File: config.mk
export PLATFORM = sky130hd
export DESIGN_NAME = player_ctrl_flat
export DESIGN_NICKNAME = d
export VERILOG_FILES = /design/src/rtl/player_ctrl_if.sv /design/src/rtl/player_ctrl.sv /design/src/flat_wrapper.sv
export SDC_FILE = /design/constraint.sdc
export NUM_CORES = 1
export LEC_CHECK = 0
export CAP_MARGIN = 20
export CORE_ASPECT_RATIO = 1.25
export CORE_UTILIZATION = 56
export CTS_BUF_LIST = sky130_fd_sc_hd__clkbuf_16
export DETAILED_ROUTE_END_ITERATION = 10
export GPL_ROUTABILITY_DRIVEN = 0
export PLACE_DENSITY = 0.87
export SLEW_MARGIN = 10
export SYNTH_ARGS = -nofsm -noshare
export SYNTH_HDL_FRONTEND = slang
export SYNTH_SLANG_ARGS = --single-unit
File: constraint.sdc
create_clock -name frame_clk -period 4.55 [get_ports frame_clk]
set_input_delay 1.1375 -clock frame_clk [delete_from_list [all_inputs] [get_ports frame_clk]]
set_output_delay 1.1375 -clock frame_clk [all_outputs]
set_load 0.05 [all_outputs]
File: src/rtl/player_ctrl_if.sv
// player_ctrl_if: keycode/event inputs and ship state outputs of the player controller
interface player_ctrl_if #(
  parameter int NUM_KEYS = 3,
  parameter int LIFE_W   = 2
);
  logic [8*NUM_KEYS-1:0] keycodes;
  logic                  hit;
  logic                  powerup;
  logic                  speedup;
  logic                  invincible;
  logic                  doublescore;
  logic [9:0]            ship_x;
  logic [9:0]            ship_y;
  logic [9:0]            ship_s;
  logic                  shoot;
  logic                  lose_life;
  logic [LIFE_W-1:0]     lives;
  logic                  game_over;
  logic [1:0]            mode;
  logic [1:0]            score_mult;
  logic [7:0]            ship_r;
  logic [7:0]            ship_g;
  logic [7:0]            ship_b;
  modport master (
    output keycodes, hit, powerup, speedup, invincible, doublescore,
    input  ship_x, ship_y, ship_s, shoot, lose_life, lives, game_over, mode, score_mult,
           ship_r, ship_g, ship_b
  );
  modport slave (
    input  keycodes, hit, powerup, speedup, invincible, doublescore,
    output ship_x, ship_y, ship_s, shoot, lose_life, lives, game_over, mode, score_mult,
           ship_r, ship_g, ship_b
  );
endinterface

File: src/rtl/player_ctrl.sv
// player_ctrl: per-frame ship motion, fire rate limit, lives/grace and powerup mode FSM (AUTOFIRE_EN selects held-trigger fire)
module player_ctrl #(
  parameter int NUM_KEYS  = 3,
  parameter int SIZE      = 30,
  parameter int MARGIN    = 12,
  parameter int X_CENTER  = 305,
  parameter int Y_CENTER  = 320,
  parameter int X_MAX     = 639,
  parameter int Y_MAX     = 479,
  parameter int SLOW_STEP = 1,
  parameter int STEP      = 3,
  parameter int FAST_STEP = 6,
  parameter int PU_FRAMES = 511,
  parameter int SHOOT_CD  = 16,
  parameter int HIT_GRACE = 63,
  parameter int LIVES     = 3
) (
  input logic       frame_clk,
  input logic       Reset,
  player_ctrl_if.slave bus
);
  localparam int LIFE_W = $clog2(LIVES + 1);
  localparam int TW = $clog2(PU_FRAMES + 1);
  localparam int CW = $clog2(SHOOT_CD + 1);
  localparam int GW = $clog2(HIT_GRACE + 2);
  localparam logic [9:0] X_LO = 10'(SIZE + MARGIN);
  localparam logic [9:0] X_HI = 10'(X_MAX - SIZE - MARGIN);
  localparam logic [9:0] Y_LO = 10'(SIZE + MARGIN);
  localparam logic [9:0] Y_HI = 10'(Y_MAX - SIZE - MARGIN);
  typedef enum logic [1:0] {NORMAL, SPEED, SHIELD, DOUBLE} mode_e;
  mode_e             mode_q, mode_d;
  logic [TW-1:0]     tmr_q, tmr_d;
  logic [9:0]        x_q, x_d, y_q, y_d, stp;
  logic [CW-1:0]     cd_q, cd_d;
  logic [GW-1:0]     gr_q, gr_d;
  logic [LIFE_W-1:0] lives_q, lives_d;
  logic              shoot_q, shoot_d, lose_q, lose_d, go_q, go_d;
  logic              ka, kd, kw, ks, ksp, trig;
  // a key counts as pressed when any slot carries its code
  always_comb begin
    ka = 1'b0;
    kd = 1'b0;
    kw = 1'b0;
    ks = 1'b0;
    ksp = 1'b0;
    for (int k = 0; k < NUM_KEYS; k++) begin
      ka  = ka  | (bus.keycodes[8*k +: 8] == 8'h04);
      kd  = kd  | (bus.keycodes[8*k +: 8] == 8'h07);
      ks  = ks  | (bus.keycodes[8*k +: 8] == 8'h16);
      kw  = kw  | (bus.keycodes[8*k +: 8] == 8'h1A);
      ksp = ksp | (bus.keycodes[8*k +: 8] == 8'h2C);
    end
  end
  // powerup mode FSM: qualified powerup (re)loads the timer, expiry returns to NORMAL
  always_comb begin
    mode_d = mode_q;
    tmr_d = tmr_q;
    if (bus.powerup && !go_q && (bus.speedup || bus.invincible || bus.doublescore)) begin
      mode_d = bus.speedup ? SPEED : bus.invincible ? SHIELD : DOUBLE;
      tmr_d = TW'(PU_FRAMES - 1);
    end else if (tmr_q != '0) tmr_d = tmr_q - TW'(1);
    else mode_d = NORMAL;
  end
  // clamped motion; opposing keys cancel, frozen after game over
  always_comb begin
    stp = mode_q == SHIELD ? 10'(SLOW_STEP) : mode_q == SPEED ? 10'(FAST_STEP) : 10'(STEP);
    x_d = go_q ? x_q
        : (kd && !ka) ? ((x_q + stp > X_HI) ? X_HI : x_q + stp)
        : (ka && !kd) ? ((x_q < X_LO + stp) ? X_LO : x_q - stp)
        : x_q;
    y_d = go_q ? y_q
        : (ks && !kw) ? ((y_q + stp > Y_HI) ? Y_HI : y_q + stp)
        : (kw && !ks) ? ((y_q < Y_LO + stp) ? Y_LO : y_q - stp)
        : y_q;
  end
`ifdef AUTOFIRE_EN
  assign trig = ksp;
`else
  logic spc_q;
  // remember last frame's SPACE so only a fresh press triggers
  always_ff @(posedge frame_clk) begin
    if (Reset) spc_q <= 1'b0;
    else spc_q <= ksp;
  end
  assign trig = ksp & ~spc_q;
`endif
  // fire cooldown and hit/grace/lives bookkeeping
  always_comb begin
    shoot_d = !go_q && cd_q == '0 && trig;
    cd_d = shoot_d ? CW'(SHOOT_CD - 1) : (cd_q != '0) ? cd_q - CW'(1) : cd_q;
    lose_d = bus.hit && gr_q == '0 && mode_q != SHIELD && lives_q != '0 && !go_q;
    lives_d = lose_d ? lives_q - LIFE_W'(1) : lives_q;
    gr_d = lose_d ? GW'(HIT_GRACE) : (gr_q != '0) ? gr_q - GW'(1) : gr_q;
    go_d = go_q | (lose_d && lives_q == LIFE_W'(1));
  end
  // state registers
  always_ff @(posedge frame_clk) begin
    if (Reset) begin
      mode_q  <= NORMAL;
      tmr_q   <= '0;
      x_q     <= 10'(X_CENTER);
      y_q     <= 10'(Y_CENTER);
      cd_q    <= '0;
      gr_q    <= '0;
      lives_q <= LIFE_W'(LIVES);
      shoot_q <= 1'b0;
      lose_q  <= 1'b0;
      go_q    <= 1'b0;
    end else begin
      mode_q  <= mode_d;
      tmr_q   <= tmr_d;
      x_q     <= x_d;
      y_q     <= y_d;
      cd_q    <= cd_d;
      gr_q    <= gr_d;
      lives_q <= lives_d;
      shoot_q <= shoot_d;
      lose_q  <= lose_d;
      go_q    <= go_d;
    end
  end
  assign bus.ship_x     = x_q;
  assign bus.ship_y     = y_q;
  assign bus.ship_s     = 10'(SIZE);
  assign bus.shoot      = shoot_q;
  assign bus.lose_life  = lose_q;
  assign bus.lives      = lives_q;
  assign bus.game_over  = go_q;
  assign bus.mode       = mode_q;
  assign bus.score_mult = mode_q == DOUBLE ? 2'd2 : 2'd1;
  assign bus.ship_r     = (mode_q == NORMAL || mode_q == DOUBLE) ? 8'hff : 8'h00;
  assign bus.ship_g     = (mode_q == SHIELD || mode_q == DOUBLE) ? 8'hff : 8'h00;
  assign bus.ship_b     = mode_q == SPEED ? 8'hff : 8'h00;
endmodule

File: src/flat_wrapper.sv
// flat-port wrapper written by rule: the top's interface ports become plain ports
module player_ctrl_flat 
#(
  parameter int NUM_KEYS  = 3,
  parameter int SIZE      = 30,
  parameter int MARGIN    = 12,
  parameter int X_CENTER  = 305,
  parameter int Y_CENTER  = 320,
  parameter int X_MAX     = 639,
  parameter int Y_MAX     = 479,
  parameter int SLOW_STEP = 1,
  parameter int STEP      = 3,
  parameter int FAST_STEP = 6,
  parameter int PU_FRAMES = 511,
  parameter int SHOOT_CD  = 16,
  parameter int HIT_GRACE = 63,
  parameter int LIVES     = 3
)
  (frame_clk, Reset, bus_keycodes, bus_hit, bus_powerup, bus_speedup, bus_invincible, bus_doublescore, bus_ship_x, bus_ship_y, bus_ship_s, bus_shoot, bus_lose_life, bus_lives, bus_game_over, bus_mode, bus_score_mult, bus_ship_r, bus_ship_g, bus_ship_b);
  player_ctrl_if #(.NUM_KEYS(NUM_KEYS), .LIFE_W(2)) bus_i ();
  input logic frame_clk;
  input logic Reset;
  input wire logic [$bits(bus_i.keycodes)-1:0] bus_keycodes;
  input wire logic [$bits(bus_i.hit)-1:0] bus_hit;
  input wire logic [$bits(bus_i.powerup)-1:0] bus_powerup;
  input wire logic [$bits(bus_i.speedup)-1:0] bus_speedup;
  input wire logic [$bits(bus_i.invincible)-1:0] bus_invincible;
  input wire logic [$bits(bus_i.doublescore)-1:0] bus_doublescore;
  output wire logic [$bits(bus_i.ship_x)-1:0] bus_ship_x;
  output wire logic [$bits(bus_i.ship_y)-1:0] bus_ship_y;
  output wire logic [$bits(bus_i.ship_s)-1:0] bus_ship_s;
  output wire logic [$bits(bus_i.shoot)-1:0] bus_shoot;
  output wire logic [$bits(bus_i.lose_life)-1:0] bus_lose_life;
  output wire logic [$bits(bus_i.lives)-1:0] bus_lives;
  output wire logic [$bits(bus_i.game_over)-1:0] bus_game_over;
  output wire logic [$bits(bus_i.mode)-1:0] bus_mode;
  output wire logic [$bits(bus_i.score_mult)-1:0] bus_score_mult;
  output wire logic [$bits(bus_i.ship_r)-1:0] bus_ship_r;
  output wire logic [$bits(bus_i.ship_g)-1:0] bus_ship_g;
  output wire logic [$bits(bus_i.ship_b)-1:0] bus_ship_b;
  assign bus_i.keycodes = bus_keycodes;
  assign bus_i.hit = bus_hit;
  assign bus_i.powerup = bus_powerup;
  assign bus_i.speedup = bus_speedup;
  assign bus_i.invincible = bus_invincible;
  assign bus_i.doublescore = bus_doublescore;
  assign bus_ship_x = bus_i.ship_x;
  assign bus_ship_y = bus_i.ship_y;
  assign bus_ship_s = bus_i.ship_s;
  assign bus_shoot = bus_i.shoot;
  assign bus_lose_life = bus_i.lose_life;
  assign bus_lives = bus_i.lives;
  assign bus_game_over = bus_i.game_over;
  assign bus_mode = bus_i.mode;
  assign bus_score_mult = bus_i.score_mult;
  assign bus_ship_r = bus_i.ship_r;
  assign bus_ship_g = bus_i.ship_g;
  assign bus_ship_b = bus_i.ship_b;
  player_ctrl #(.NUM_KEYS(NUM_KEYS), .SIZE(SIZE), .MARGIN(MARGIN), .X_CENTER(X_CENTER), .Y_CENTER(Y_CENTER), .X_MAX(X_MAX), .Y_MAX(Y_MAX), .SLOW_STEP(SLOW_STEP), .STEP(STEP), .FAST_STEP(FAST_STEP), .PU_FRAMES(PU_FRAMES), .SHOOT_CD(SHOOT_CD), .HIT_GRACE(HIT_GRACE), .LIVES(LIVES)) u_core (.frame_clk(frame_clk), .Reset(Reset), .bus(bus_i));
endmodule
==> out/metrics.cfg <==
[synth]
synth_xor_area_frac = 0.0372
ys_seq_area_frac = 0.232
synth_top_family_by_area = compound AO/OA/AOI/OAI gates
postSynthAreaPerCell_um2 = 7.94
synth_compound_area_frac = 0.260
synth_area_um2 = 4230
ys.flop_type = dfxtp_1
synth_edf_count = 0
synth-seq-cells = 49
synth_cells = 533
async_reset_ff_frac = 0
synthSimpleGateAreaFrac = 0.221
synth_fa_ha_area_frac = 0.117
yosys-mux-area-fraction = 0.0124
synth_cell_type_count = 77
synth_warnings = 0

[final_layout]
syn2layout_area_growth_pct = 18.3
layout-drive-gt1-share = 0.0456
n_antenna_cell = 0
final_nets = 636
final_cell_mix = clkdlybuf4s50_1 (83), dfxtp_1 (49), nor2_1 (39)
layout_commonest_cell = clkdlybuf4s50_1

[detailed_routing]
vias = 4219
routed_wl_um = 10800
wire_per_inst_um = 16.3
ant_nets = 0
vias_per_cell = 6.37
dr.pass1.iters = 8
drc = 0
drt_iter0_markers = 333

[cts]
clock_latency_ns = 0.29
path_clk_slew_ns = 0.07
cts.sinks = 49
numCtsBuffers = 5
cts.path.max_buffers = 2
htree_levels = 2
cts_resized = 0
clockRootBuffer = clkbuf_16
hold_buffers = 0
tritoncts = yes
cts_setup_buffers = 0

[global_routing]
use_met3 = 0.0514
grt_first_pass_wirelength_um = 18000
grt_pass1_vias = 4030
use_met1 = 0.320
grt_max_degree = 36
grt_overflow = 0
busiest_layer = met2
track_usage = 0.280
met2_usage = 0.499
antenna_found_initial = 0

[placed_design]
dp_hpwl_um = 7810
port_buffers = 83

[floorplan]
die_x_um = 79.8
die_area_um2 = 7910
core.rowCount = 35
placeableCoreArea_um2 = 7360
pin_count = 94
die_y_um = 99.2
initial_core_util = 0.576

[status]
status = complete, no violations

[sta]
maxSlewViolCount = 0
fin_worst_skew_ns = 0.00507
fin_tns_setup_ns = 0
period_minus_slack_ns = 3.98
min_period_over_period = 0.874
tightest_slew_ns = 0.682
setup-violations-final = 0
fmax_mhz = 251
relSlewSlack = 0.545
rsz0062_at_grt = false
hold_violations = 0

[worst_hold_path]
min_path_cells = 1
hold_class = flop to flop

[setup_path]
path_class = primary input to flop
reg2reg_depth = 9
max_stage_delay_ns = 0.46
arrival_ns = 4.16
cp_max_fo = 12
worst_ep_required_time_ns = 4.73
cp_slowest_cell = ha_1
cpMostUsedCell = nand3_1
end_kind = flop
path_cells = clkdlybuf4s50_1, nor3_1, nor3b_1, nand3_1, nand3_1, ha_1, clkinv_1, and2_1, a221oi_1, o21ai_1, o221a_1
critical_path.startpoint_type = primary input

[job]
maxCapViolCount = 0

[power]
ir_drop_v = 0.000251
p_leak_nw = 1.98
powerDensity_nw_per_um2 = 306
power.total_mw = 1.53

through the flow:
step | cells | utilization | instance area, um^2 | hold WS [ns] | setup WS, ns
after CTS | 662 | 0.681 | 5010 | 0.451 | 0.680
after floorplan | 541 | - | 4260 | 0.426 | 0.658
after detailed placement | 654 | 0.661 | 4860 | 0.441 | 0.402
after global placement | 654 | 0.661 | 4860 | 0.431 | 0.583
final | 662 | 0.681 | 5010 | 0.449 | 0.572
after global routing | 662 | 0.681 | 5010 | 0.471 | 0.376
final cells by class:
type                            count  area (um^2)
Timing Repair Buffer               88          868
Inverter                           31          116
Multi-Input combinational cell    394         2780
Clock buffer                        5          125
Fill cell                         589         2350
Clock inverter                      3         22.5
Sequential cell                    49          981
Tap cell                           92          115
routing by layer:
metal | vias up | wire length (um)
li1 | 1995 | -
met1 | 1944 | 4110
met2 | 238 | 5480
met3 | 42 | 851
met4 | 0 | 349
met5 | - | 0
path summary, 6_finish.rpt:
check                      from                    to  slack [ns]
min reg2reg      u_core.cd_q[4]        u_core.cd_q[4]        0.45
max reg2reg  u_core.bus.mode[0]  u_core.bus.ship_y[3]        0.77
max             bus_keycodes[5]  u_core.bus.ship_x[2]        0.57
min              u_core.cd_q[4]        u_core.cd_q[4]        0.45
cells by family (layout without fill, tap and decap cells):
kind of cell,Yosys count,in the layout
and+or+nand+nor,170,170
AOI/OAI and AO/OA,155,155
buffers and inverters,98,127
DFF,49,49
adders and majority gates,36,36
xor gates and xnor gates,18,18
muxes,5,5
other,2,10
synthesized netlist by cell type, drive strengths merged (3+ instances only):
cell type	count	area, um^2
a211o	4	35.0
a211oi	6	50.1
a21o	4	30.0
a21oi	30	150
a221oi	6	52.6
a31o	3	26.3
a31oi	20	125
and3	4	25.0
and4	3	26.3
buf	38	278
clkbuf	29	109
dfxtp	49	981
fa	6	120
ha	30	375
inv	30	113
mux2i	3	30.0
nand2	25	93.8
nand2b	15	93.8
nand3	13	70.1
nand4	8	56.3
nor2	39	146
nor2b	4	25.0
nor3	15	75.1
nor3b	9	67.6
nor4	12	75.1
nor4b	3	26.3
o211ai	5	37.5
o21a	4	30.0
o21ai	25	125
o21bai	6	48.8
o221a	5	56.3
o311a	4	40.0
o31ai	9	72.6
or3	3	18.8
or4	6	45.0
xnor2	13	114
xor2	5	43.8
registers in the layout (all words and copies together), names as in the netlist:
signal,flops
u_core.tmr_q,9
u_core.bus.ship_x,10
u_core.spc_q,1
u_core.bus.mode,2
u_core.gr_q,7
u_core.bus.ship_y,10
u_core.bus.shoot,1
u_core.bus.game_over,1
u_core.bus.lose_life,1
u_core.cd_q,5
u_core.bus.lives,2
worst max-delay path: cells and delay by family:
kind	cells	cell delay (ns)
and+or+nand+nor	5	1.13
buffers and inverters	2	0.81
AOI/OAI and AO/OA	3	0.62
adders and majority gates	1	0.46
power breakdown:
| part | switching [mW] | internal, mW | total [mW] |
|---|---|---|---|
| combinational | 0.372 | 0.237 | 0.609 |
| clock | 0.173 | 0.205 | 0.378 |
| sequential | 0.0587 | 0.486 | 0.545 |
| total | 0.604 | 0.928 | 1.53 |
(Power assumes the default switching activity.)
